<file path="src/rtl/real_time_down_counter.sv">
// Prescaled countdown timer: load a value, decrement once per tick, pulse done at zero.
// Ticks come from an internal prescaler enable, so the whole block runs on a single clock.
module real_time_down_counter #(
  parameter int N           = 10,
  parameter int TICK_DIV    = 4,
  parameter bit AUTO_RELOAD = 1'b0,
  localparam int n          = $clog2(N)
) (
  input  logic         i_clk,
  input  logic         i_reset,
  input  logic         i_load,
  input  logic [n-1:0] i_load_data,
  input  logic         i_start,
  input  logic         i_pause,
  output logic [n-1:0] o_count,
  output logic         o_running,
  output logic         o_done
);

  localparam int PW = (TICK_DIV > 1) ? $clog2(TICK_DIV) : 1;
  localparam logic [n-1:0]  MAX_CNT  = n'(N - 1);
  localparam logic [n-1:0]  ONE_CNT  = n'(1);
  localparam logic [PW-1:0] PRE_LAST = PW'(TICK_DIV - 1);

  typedef enum logic [1:0] {
    S_IDLE  = 2'd0,
    S_RUN   = 2'd1,
    S_PAUSE = 2'd2
  } state_t;

  state_t        r_state;
  logic [n-1:0]  r_count;
  logic [n-1:0]  r_reload;
  logic [PW-1:0] r_presc;
  logic          r_running;
  logic          r_done;

  logic [n-1:0]  w_load_sat;
  logic          w_tick;

  always_comb begin
    w_load_sat = i_load_data;
    if (i_load_data > MAX_CNT) begin
      w_load_sat = MAX_CNT;
    end
  end

  assign w_tick = (r_presc == PRE_LAST);

  // A held pause blocks start in every state; in RUN it also freezes the prescaler.
  always_ff @(posedge i_clk) begin
    if (i_reset) begin
      r_state   <= S_IDLE;
      r_count   <= '0;
      r_reload  <= '0;
      r_presc   <= '0;
      r_running <= 1'b0;
      r_done    <= 1'b0;
    end else begin
      r_done <= 1'b0;
      if (i_load) begin
        r_count   <= w_load_sat;
        r_reload  <= w_load_sat;
        r_presc   <= '0;
        r_state   <= S_IDLE;
        r_running <= 1'b0;
      end else begin
        case (r_state)
          S_IDLE: begin
            if (!i_pause && i_start && (r_count != '0)) begin
              r_state   <= S_RUN;
              r_running <= 1'b1;
              r_presc   <= '0;
            end
          end
          S_RUN: begin
            if (i_pause) begin
              r_state   <= S_PAUSE;
              r_running <= 1'b0;
            end else if (w_tick) begin
              r_presc <= '0;
              if (r_count > ONE_CNT) begin
                r_count <= r_count - ONE_CNT;
              end else if (r_count == ONE_CNT) begin
                r_done <= 1'b1;
                if (AUTO_RELOAD) begin
                  r_count <= r_reload;
                end else begin
                  r_count   <= '0;
                  r_state   <= S_IDLE;
                  r_running <= 1'b0;
                end
              end
            end else begin
              r_presc <= r_presc + 1'b1;
            end
          end
          S_PAUSE: begin
            if (!i_pause && i_start) begin
              r_state   <= S_RUN;
              r_running <= 1'b1;
            end
          end
          default: begin
            r_state   <= S_IDLE;
            r_running <= 1'b0;
          end
        endcase
      end
    end
  end

  assign o_count   = r_count;
  assign o_running = r_running;
  assign o_done    = r_done;

endmodule

</file>
<file path="config.mk">
export PLATFORM = sky130hd
export DESIGN_NAME = real_time_down_counter
export DESIGN_NICKNAME = d
export VERILOG_FILES = /design/src/rtl/real_time_down_counter.sv
export SDC_FILE = /design/constraint.sdc
export NUM_CORES = 1
export LEC_CHECK = 0
export BUFFER_PORTS_ARGS = -buffer_cell sky130_fd_sc_hd__buf_2
export CAP_MARGIN = 20
export CORE_MARGIN = 1
export CORE_UTILIZATION = 25
export CTS_BUF_LIST = sky130_fd_sc_hd__clkbuf_16
export DETAILED_ROUTE_END_ITERATION = 6
export SYNTH_ARGS = -nofsm -noshare
export SYNTH_HDL_FRONTEND = slang
export SYNTH_SLANG_ARGS = --single-unit
export TNS_END_PERCENT = 1
</file>
<file path="constraint.sdc">
create_clock -name i_clk -period 1.9 [get_ports i_clk]
set_input_delay 0.19 -clock i_clk [delete_from_list [all_inputs] [get_ports i_clk]]
set_output_delay 0.19 -clock i_clk [all_outputs]
set_load 0.01 [all_outputs]
</file>
==> results of run 1 <==
-- cell type report --
type	instances	area, um2
fillers	239	1460
multi-input cells	52	387
flip-flops and latches	9	180
clock buffers	3	75.1
repair buffers	14	70.1
well taps	28	35.0
inverters	5	18.8
clock inverters	1	3.75
-- report_power, final --
group / internal (W) / switching [W] / leakage, nW
Clock: 0.000275 / 0.0000944 / 0.0423
Combinational: 0.0000380 / 0.0000460 / 0.208
Sequential: 0.000196 / 0.0000126 / 0.0734
-- cells by family (layout without fill, tap and decap cells) --
group / after synthesis / count (layout) / synth area share
DFF: 9 / 9 / 0.299
buffers and inverters: 8 / 23 / 0.0582
AOI/OAI and AO/OA: 19 / 19 / 0.245
and+or+nand+nor: 29 / 29 / 0.314
adders and majority gates: 4 / 4 / 0.0832
-- metal layers --
layer,track usage,up-vias,share of wire
li1,-,304,-
met1,0.151,264,0.48
met2,0.204,19,0.46
met3,0.0536,0,0.061
met4,0.0417,0,0
met5,0,-,0
-- worst max-delay path: stages (launching register included) --
cell      delay [ps]
dfxtp_1          420
inv_1            110
ha_1             260
nor4b_2          190
o211a_1          220
a311oi_1         260
-- registers in the layout, summed over array words and instances, names as in the netlist --
register,cells
o_count,4
o_done,1
r_presc,2
r_state,2
-- synthesized netlist by cell type (all sizes together) --
cell     number  area (um2)
o21ai         2        10.0
ha            4        50.1
a311o         2        20.0
or4b          1        10.0
o31ai         1        7.51
a211oi        1        7.51
inv           5        18.8
a31oi         2        12.5
or2           1        6.26
nand3b        1        7.51
nand4b        1        8.76
nor4b         4        41.3
and4bb        1        16.3
nand2         1        3.75
nor2         10        37.5
nand4bb       1        11.3
o41ai         3        26.3
o311a         1        10.0
o31a          1        8.76
nor3          1        5.00
o21a          1        7.51
nand2b        1        6.26
a311oi        2        17.5
buf           2        12.5
clkbuf        1        3.75
o211a         1        10.0
and3          1        6.26
a21oi         2        10.0
dfxtp         9         180
nand3         4        20.0
and3b         1        8.76
-- metrics by stage --
stage / setup WS [ps] / area (um2) / total power (W) / hold WS [ps] / std cells
after detailed placement: 384 / 691 / 0.000294 / 455 / 108
after floorplan: 450 / 602 / 0.000265 / 262 / 69
after CTS: 364 / 769 / 0.000674 / 212 / 112
after global placement: 383 / 691 / 0.000293 / 447 / 108
after global routing: 205 / 769 / 0.000692 / 244 / 112
final: 344 / 769 / 0.000663 / 215 / 112
-- worst max path at each step --
stage,startpoint,to,slack [ps],cells past startpoint
3_3_place_gp,o_count[0]$_SDFFE_PP0P_,o_count[0]$_SDFFE_PP0P_,380,5
6_report,o_count[0]$_SDFFE_PP0P_,o_count[1]$_SDFFE_PP0P_,340,5
2_1_floorplan,o_count[0]$_SDFFE_PP0P_,o_count[0]$_SDFFE_PP0P_,450,5
4_1_cts,o_count[0]$_SDFFE_PP0P_,o_count[0]$_SDFFE_PP0P_,360,5
3_5_place_dp,o_count[0]$_SDFFE_PP0P_,o_count[0]$_SDFFE_PP0P_,380,5
5_1_grt,o_count[1]$_SDFFE_PP0P_,o_count[1]$_SDFFE_PP0P_,200,5
==> summary.md, run 1 <==
| Metric | Value |
|---|---|
| Status | finished clean |
| Slew Viols, Final | 0 |
| Peak VDD IR | just over 0.6 mV |
| # port buffers | 14 |
| Core area | 2230 um2 |
| P&R area growth vs syn | 27.9% |
| Rows | 17 |
| DRC | 0 |
| DRT Wirelength | between 1 and 1.5 mm |
| Setup TNS | 0 ps |
| LEAKAGE | approximately 0.32 nW |
| Initial DRC count | 5 |
| Commonest non-fill, non-tap cell in the layout | buf_2 |
| Clk buf depth | 2 |
| Nets@finish | 98 |
| Total gr overflow | 0 |
| Hold Crit Start | i_reset |
| Seq/Total Area, Yosys | 0.299 |
| CTS tree | yes |
| Critical path endpoint category | flop |
| Via density | roughly 5.2 |
| I/O pin cnt | 15 |
| Final Setup Violations | 0 |
| Die area | ~2600 um2 |
| Ys Warns | 0 |
| H-tree depth | 1 |
| Slew @ Worst Pin | between 400 and 500 ps |
| Post-synthesis net count | 82 |
| Vias | roughly 590 |
| Flop-to-flop setup slack | 340 ps |
| Diode count | 0 |
| CP Launch Type | flop |
| Worst hold stages | 2 |
| Period utilisation layout | 0.819 |
| CTS Buf Count | 3 |
| HPWL after detailed placement | just over 1 mm |
| Share of layout cells above drive strength 1 | 0.238 |
| R2r endpoint | o_count[1]$_SDFFE_PP0P_ |
| First-pass GRT wire length | ~2.4 mm |
| Max FO, Critical Path | 6 |
| CTS resizes | 0 |
| Post-Syn Area | roughly 600 um2 |
| Final Critical Period | between 1500 and 2000 ps |
| Die width | 51.1 um |
| Fin util | 0.345 |
| Worst Reg-to-Reg Cells | 5 |
| Count of cell types in the netlist | 33 |
| Final hold viol count | 0 |
| Most frequent cells in the layout | buf_2 (14), nor2_1 (10), dfxtp_1 (9) |
| Mapped Cells | 69 |
| WP data required | about 2000 ps |
| Total GRT Usage | 0.127 |
| Routed wire length per instance | between 10 and 15 um |
| Postcts setup bufs | 0 |
| Worst rel slew slack | 0.721 |
| Vias in the first global route | between 500 and 600 |
| Maximum clock frequency | around 0.64 GHz |
| Hold Path Sink | o_count[3]$_SDFFE_PP0P_ |
| Final Skew | between 0.9 and 1 ps |
| Initial Util | 0.269 |
| Clk_lat worst skew | around 230 ps |
| Clock slew at reported path FFs | about 40 ps |
| RSZ-0062 raised after global routing | no |
| Max-cap violations | 0 |
| Sink Count | 9 |
| Detail Route Antenna Nets | 0 |
| Die outline height | between 50 and 60 um |
| Critical path class | flop to flop |
| Worst EP arrival | roughly 1700 ps |
| Largest net degree at the start of global routing | 12 |
| GP Congestion | 0.899 |
| Avg Inst Size Synth | a little under 9 um2 |
| Pwr dens | 861 nW/um2 |
| #FFs+latches synth | 9 |
| DR pass1 iterations | 4 |
| Hold buffer count at CTS | 0 |
| CTS root buf | clkbuf_16 |
| Initial antenna violation count | 0 |
| Worst hold path type | input port to flop |
| R2R Path Start | o_count[0]$_SDFFE_PP0P_ |
Note: power is estimated with default switching activity, not from simulation.
==> inputs of run 2 (changes only) <==
--- a/config.mk
+++ b/config.mk
@@ -5,6 +5,7 @@
 export SDC_FILE = /design/constraint.sdc
 export NUM_CORES = 1
 export LEC_CHECK = 0
+export ABC_AREA = 1
 export BUFFER_PORTS_ARGS = -buffer_cell sky130_fd_sc_hd__buf_2
 export CAP_MARGIN = 20
 export CORE_MARGIN = 1
==> constraint.sdc (replaced) <==
create_clock -name i_clk -period 1.3 [get_ports i_clk]
set_input_delay 0.13 -clock i_clk [delete_from_list [all_inputs] [get_ports i_clk]]
set_output_delay 0.13 -clock i_clk [all_outputs]
set_load 0.01 [all_outputs]
==> run 2 against run 1 <==
  * Count of clock-buffer cells in the layout did not move
  * Largest power group unchanged
  * Highest routed layer is now met4
  * Sequential share of layout area fell by 2.0 points
  * Critical path depth rose by 2
==> summary.md, run 2 <==
| Metric | Value |
|---|---|
| Slew Viols, Final | 0 |
| Post-Syn Area | 639 um2 |
| Commonest non-fill, non-tap cell in the layout | nor2_1 |
| Count of cell types in the netlist | 21 |
| DRC | 0 |
| Final Critical Period | around 1200 ps |
| Ys Warns | 0 |
| Async S/R FF share, synth | 0 |
| Vias | 655 |
| I/O pin cnt | 15 |
| LEAKAGE | approximately 0.44 nW |
| Routed wire length per instance | between 9 and 10 um |
| Die width | between 50 and 60 um |
| # port buffers | 14 |
| Met1 Use GR | 0.140 |
| Synth Area in Compound Gates | 0.0939 |
| Worst EP arrival | between 1000 and 1500 ps |
| Rows | 17 |
| Maximum clock frequency | 0.841 GHz |
| Busiest layer in global routing | met2 |
| Status | finished clean |
| Met2 usage | 0.188 |
| Synth Area in Simple Gates | 0.432 |
| Diode count | 0 |
| First-pass GRT wire length | ~2.3 mm |
| CTS Buf Count | 3 |
| WP data required | about 1500 ps |
| #FFs+latches synth | 9 |
| Top post-synthesis cells by area | dfxtp_1 (28%), nor2_1 (13%), nand2_1 (11%) |
| CTS tree | yes |
| Final Skew | ~3.4 ps |
| Core area | approximately 2300 um2 |
| Post-synthesis xor/xnor area fraction | 0.0137 |
| Initial Util | 0.276 |
| Max FO, Critical Path | 7 |
| Peak VDD IR | 0.820 mV |
| Share of the synthesized area in the top cell type | 0.282 |
| Max-cap violations | 0 |
| Final Setup Violations | 0 |
| Max FFs per register | 4 |
| Sw frac | 0.266 |
| Count leader, synth | nor2_1 |
| Die area | 2760 um2 |
| Comb power frac | 0.215 |
| CP Launch Type | flop |
| Slew @ Worst Pin | between 200 and 300 ps |
| Die outline height | between 50 and 60 um |
| Avg Inst Size Synth | 6.46 um2 |
| Postcts setup bufs | 0 |
| Pwr dens | approximately 1300 nW/um2 |
| Via density | 4.46 |
| Vias in the first global route | 582 |
| Final hold viol count | 0 |
| DR pass1 iterations | 4 |
| Prevailing post-synth register cell | dfxtp_1 |
| Initial antenna violation count | 0 |
| Sink Count | 9 |
| Period utilisation layout | 0.914 |
| Detail Route Antenna Nets | 0 |
| Clk_lat worst skew | between 200 and 250 ps |
| Worst hold path type | input port to flop |
| Post-synthesis net count | between 100 and 150 |
| Total GRT Usage | 0.118 |
| Largest net degree at the start of global routing | 9 |
| Critical path endpoint category | flop |
| Most frequent cells in the layout | nor2_1 (22), nand2_1 (18), inv_1 (14), buf_2 (14), nand3_1 (8) |
| DRT Wirelength | ~1.4 mm |
| Commonest cells in the netlist | nor2_1 (22), nand2_1 (18), inv_1 (15) |
| Critical path class | flop to flop |
| Synth Area in Adders | 0.0783 |
| H-tree depth | 1 |
| Mapped Cells | 99 |
| Psw | 0.000288 W |
| Total gr overflow | 0 |
| Seq/Total Area, Yosys | 0.282 |
| Sequential power share | 0.287 |
| HPWL after detailed placement | about 1.1 mm |
| Hold WS | between 200 and 250 ps |
| GP Congestion | ~0.87 |
| Clk buf depth | 2 |
| Worst rel slew slack | 0.830 |
| Nets@finish | 133 |
| Share of layout cells above drive strength 1 | 0.311 |
| Fill cell count | ~250 |
| Setup TNS | 0 ps |
| Grt met3 use | 0.0522 |
| CTS root buf | clkbuf_16 |
| Internal Pwr Total | between 0.0007 and 0.0008 W |
| Portion of netlist area occupied by mux cells | 0 |
| P&R area growth vs syn | 34.4% |
| Cell taking the most area after synthesis | dfxtp_1 |
| Clk pwr share | 0.498 |
| Largest family of logic cells by synthesized area | simple AND/OR/NAND/NOR gates |
| Post-synth EDFFs | 0 |
| Initial DRC count | 20 |
| Clock slew at reported path FFs | approximately 40 ps |
## run 2: what timing repair did
action / 4_1_cts / 5_1_grt
hold buffers: 0 / 0
setup endpoints to repair: 0 / 6
gates resized for setup: 0 / 9
## run 2: cell type report
| cell class | count | area, um2 | share of cell area |
|---|---|---|---|
| sequential | 9 | 184 | 0.214 |
| clock inverter | 1 | 3.75 | 0.00437 |
| inverter | 17 | 63.8 | 0.0742 |
| multi-input combinational | 73 | 413 | 0.480 |
| tap | 28 | 35.0 | 0.0408 |
| timing repair buffer | 16 | 85.1 | 0.0990 |
| clock buffer | 3 | 75.1 | 0.0873 |
## run 2: worst max-delay path, stage by stage, from the launching register on
cell     delay [ps]
dfxtp_2         340
ha_2            180
inv_1            80
o21ai_2         180
nand3_4         130
nand2_1          80
nand2_1          40
nor2_1           90
## run 2: logic make-up (layout without fill, tap and decap cells)
logic type / after synthesis / in the layout
simple gates: 58 / 58
buf+inv: 17 / 37
compound gates: 10 / 10
flops: 9 / 9
fa+ha+maj: 4 / 4
xor+xnor: 1 / 1
## run 2: final timing paths
| kind | startpoint | end | slack, ps | cells past startpoint |
|---|---|---|---|---|
| max | r_presc[0]$_SDFFE_PP0P_ | o_count[1]$_SDFFE_PP0P_ | 110 | 7 |
| min | i_reset | o_count[0]$_SDFFE_PP0P_ | 210 | 4 |
| max reg2reg | r_presc[0]$_SDFFE_PP0P_ | o_count[1]$_SDFFE_PP0P_ | 110 | 7 |
| min reg2reg | r_presc[0]$_SDFFE_PP0P_ | r_presc[0]$_SDFFE_PP0P_ | 530 | 2 |
## run 2: layer usage
| metal | wire length [um] | vias up |
|---|---|---|
| met5 | 0 | - |
| met4 | 8 | 0 |
| met3 | 56 | 2 |
| met2 | 651 | 16 |
| met1 | 693 | 284 |
| li1 | - | 353 |
## run 2: power groups by stage
stage | clock (W) | sequential, W | combinational [W]
after floorplan | 0 | 0.000316 | 0.000155
after global placement | 0 | 0.000312 | 0.000218
after global routing | 0.000569 | 0.000313 | 0.000266
final | 0.000539 | 0.000311 | 0.000232
after CTS | 0.000555 | 0.000308 | 0.000222
after detailed placement | 0 | 0.000313 | 0.000221
## run 2: metrics by stage
step / total power, W / setup WS, ps / cell area, um2 / util / instances
floorplan: 0.000471 / 40.7 / 639 / - / 99
global placement: 0.000530 / 47.0 / 759 / 0.328 / 143
detailed placement: 0.000534 / 29.4 / 759 / 0.328 / 143
CTS: 0.00108 / 10.9 / 838 / 0.362 / 147
global route: 0.00115 / -1.80 / 860 / 0.371 / 147
finish: 0.00108 / 111 / 860 / 0.371 / 147
==> inputs of run 3 (changes only) <==
--- a/config.mk
+++ b/config.mk
@@ -8,10 +8,11 @@
 export ABC_AREA = 1
 export BUFFER_PORTS_ARGS = -buffer_cell sky130_fd_sc_hd__buf_2
 export CAP_MARGIN = 20
-export CORE_MARGIN = 1
+export CORE_MARGIN = 2
 export CORE_UTILIZATION = 25
 export CTS_BUF_LIST = sky130_fd_sc_hd__clkbuf_16
 export DETAILED_ROUTE_END_ITERATION = 6
+export PLACE_DENSITY = 0.43
 export SYNTH_ARGS = -nofsm -noshare
 export SYNTH_HDL_FRONTEND = slang
 export SYNTH_SLANG_ARGS = --single-unit
==> run 3 against run 2 <==
  * Power fell by 0.88%
  * Largest power group unchanged
  * Critical endpoint unchanged
  * Combinational power fell by 4%
  * Clock power barely moved
==> summary.md, run 3 (same netlist as run 2, synthesis figures left out) <==
| Metric | Value |
|---|---|
| Status | finished clean |
| Diode count | 0 |
| Die area | roughly 3000 um2 |
| Critical path endpoint category | flop |
| Worst Reg-to-Reg Cells | 7 |
| Nets@finish | 133 |
| Period utilisation layout | 0.911 |
| DRC | 0 |
| Multi-input gate area | between 400 and 500 um2 |
| HPWL after detailed placement | 1.16 mm |
| Hold buffer count at CTS | 0 |
| Most frequent cells in the layout | nor2_1 (22), nand2_1 (18), inv_1 (15) |
| Die outline height | roughly 55 um |
| Detail Route Antenna Nets | 0 |
| Flop-to-flop setup slack | around 120 ps |
| Total GRT Usage | 0.120 |
| Worst EP arrival | around 1400 ps |
| R2R Path Start | o_count[0]$_SDFFE_PP0P_ |
| Pwr Total | around 0.0011 W |
| Critical path class | flop to flop |
| Maximum clock frequency | about 0.84 GHz |
| Clock slew at reported path FFs | approximately 40 ps |
| DR pass1 iterations | 2 |
| Sink Count | 9 |
| Slew Viols, Final | 0 |
| CP Launch Type | flop |
| Final Setup Violations | 0 |
| Total gr overflow | 0 |
| Setup slack after layout | 116 ps |
| # port buffers | 14 |
| WP data required | between 1000 and 1500 ps |
| Clk_lat worst skew | 230 ps |
| Clk buf depth | 2 |
| Final hold viol count | 0 |
| CTS root buf | clkbuf_16 |
| H-tree depth | 1 |
| LEAKAGE | between 0.4 and 0.5 nW |
| Peak VDD IR | around 0.57 mV |
| R2r endpoint | o_count[1]$_SDFFE_PP0P_ |
| Worst hold stages | 4 |
| Max-cap violations | 0 |
| Largest net degree at the start of global routing | 9 |
| Slew @ Worst Pin | between 200 and 300 ps |
| Commonest non-fill, non-tap cell in the layout | nor2_1 |
| Worst slack at placement | ~22 ps |
| Max FO, Critical Path | 4 |
| Final Critical Period | around 1200 ps |
| CTS tree | yes |
| Fill cell count | approximately 260 |
| Max FFs per register | 4 |
| Initial antenna violation count | 0 |
| Share of layout cells above drive strength 1 | 0.286 |
| Pwr dens | roughly 1300 nW/um2 |
| Initial Util | 0.260 |
| First-pass GRT wire length | about 2.5 mm |
| GP Congestion | 0.765 |
| P&R area growth vs syn | 32.7% |
| I/O pin cnt | 15 |
| Hold WS | roughly 200 ps |
| RSZ-0062 raised after global routing | no |
| Initial DRC count | 8 |
| Core area | roughly 2500 um2 |
| Rows | 18 |
| Hold Path Sink | o_count[0]$_SDFFE_PP0P_ |
| Worst rel slew slack | 0.819 |
| Die width | between 50 and 60 um |
| Via density | approximately 4.2 |
| Register area | between 150 and 200 um2 |
| Final Skew | about 1.8 ps |
| Vias in the first global route | 594 |
| Routed wire length per instance | around 9.5 um |
| Vias | 629 |
| Hold Crit Start | i_reset |
| DRT Wirelength | 1.42 mm |
| Worst hold path type | input port to flop |
| CTS Buf Count | 3 |
| Fin util | 0.346 |
[run 3: cell count changes in the layout (fill, tap and decap cells not counted)]
| cell | before | now |
|---|---|---|
| dfxtp_1 | 6 | 7 |
| dfxtp_2 | 3 | 2 |
| inv_1 | 14 | 15 |
| ha_4 | 1 | 0 |
| inv_2 | 3 | 2 |
| ha_1 | 1 | 2 |
[run 3: what timing repair did]
item,4_1_cts,5_1_grt
resized for setup,0,5
buffers inserted,0,0
endpoints found under the setup margin,0,6
[run 3: routing by layer]
| metal | vias up | part of all wire | track usage |
|---|---|---|---|
| met4 | 0 | 0 | 0.0500 |
| met1 | 267 | 0.45 | 0.131 |
| met2 | 12 | 0.49 | 0.209 |
| met5 | - | 0 | 0 |
| met3 | 0 | 0.052 | 0.0410 |
| li1 | 350 | - | - |
[run 3: final cells by class]
class,instances,share of cell area
clock buffer,3,0.0885
clock inverter,1,0.00442
inverter,17,0.0752
multi-input combinational,73,0.472
sequential,9,0.215
tap,30,0.0442
timing repair buffer,16,0.100
[run 3: report_power, final]
part	internal [W]	total [W]	switching, W
clock network	0.000402	0.000542	0.000139
logic	0.0000916	0.000222	0.000130
registers	0.000293	0.000309	0.0000162
total	0.000787	0.00107	0.000286
[run 3: critical path, stage by stage (launching register included)]
cell     delay, ps
dfxtp_2        330
inv_1           70
ha_2           220
o21ai_2        160
nand2_1         90
o21ai_1        130
nor2_1          50
nor2_1          80
[run 3: how the worst max path moves through the flow]
stage,start,to,slack [ps]
2_1_floorplan,o_count[0]$_SDFFE_PP0P_,o_count[1]$_SDFFE_PP0P_,40
3_3_place_gp,o_count[0]$_SDFFE_PP0P_,o_count[1]$_SDFFE_PP0P_,-6
3_5_place_dp,o_count[0]$_SDFFE_PP0P_,o_count[1]$_SDFFE_PP0P_,20
4_1_cts,o_count[0]$_SDFFE_PP0P_,o_count[1]$_SDFFE_PP0P_,4
5_1_grt,o_count[0]$_SDFFE_PP0P_,r_presc[0]$_SDFFE_PP0P_,0.4
6_report,o_count[0]$_SDFFE_PP0P_,o_count[1]$_SDFFE_PP0P_,120
[run 3: metrics by stage]
| step | TNS [ps] | cell area (um2) | instances |
|---|---|---|---|
| after detailed placement | 0 | 762 | 145 |
| after floorplan | 0 | 639 | 99 |
| after global routing | 0 | 848 | 149 |
| final | 0 | 848 | 149 |
| after CTS | 0 | 841 | 149 |
| after global placement | -6.09 | 762 | 145 |
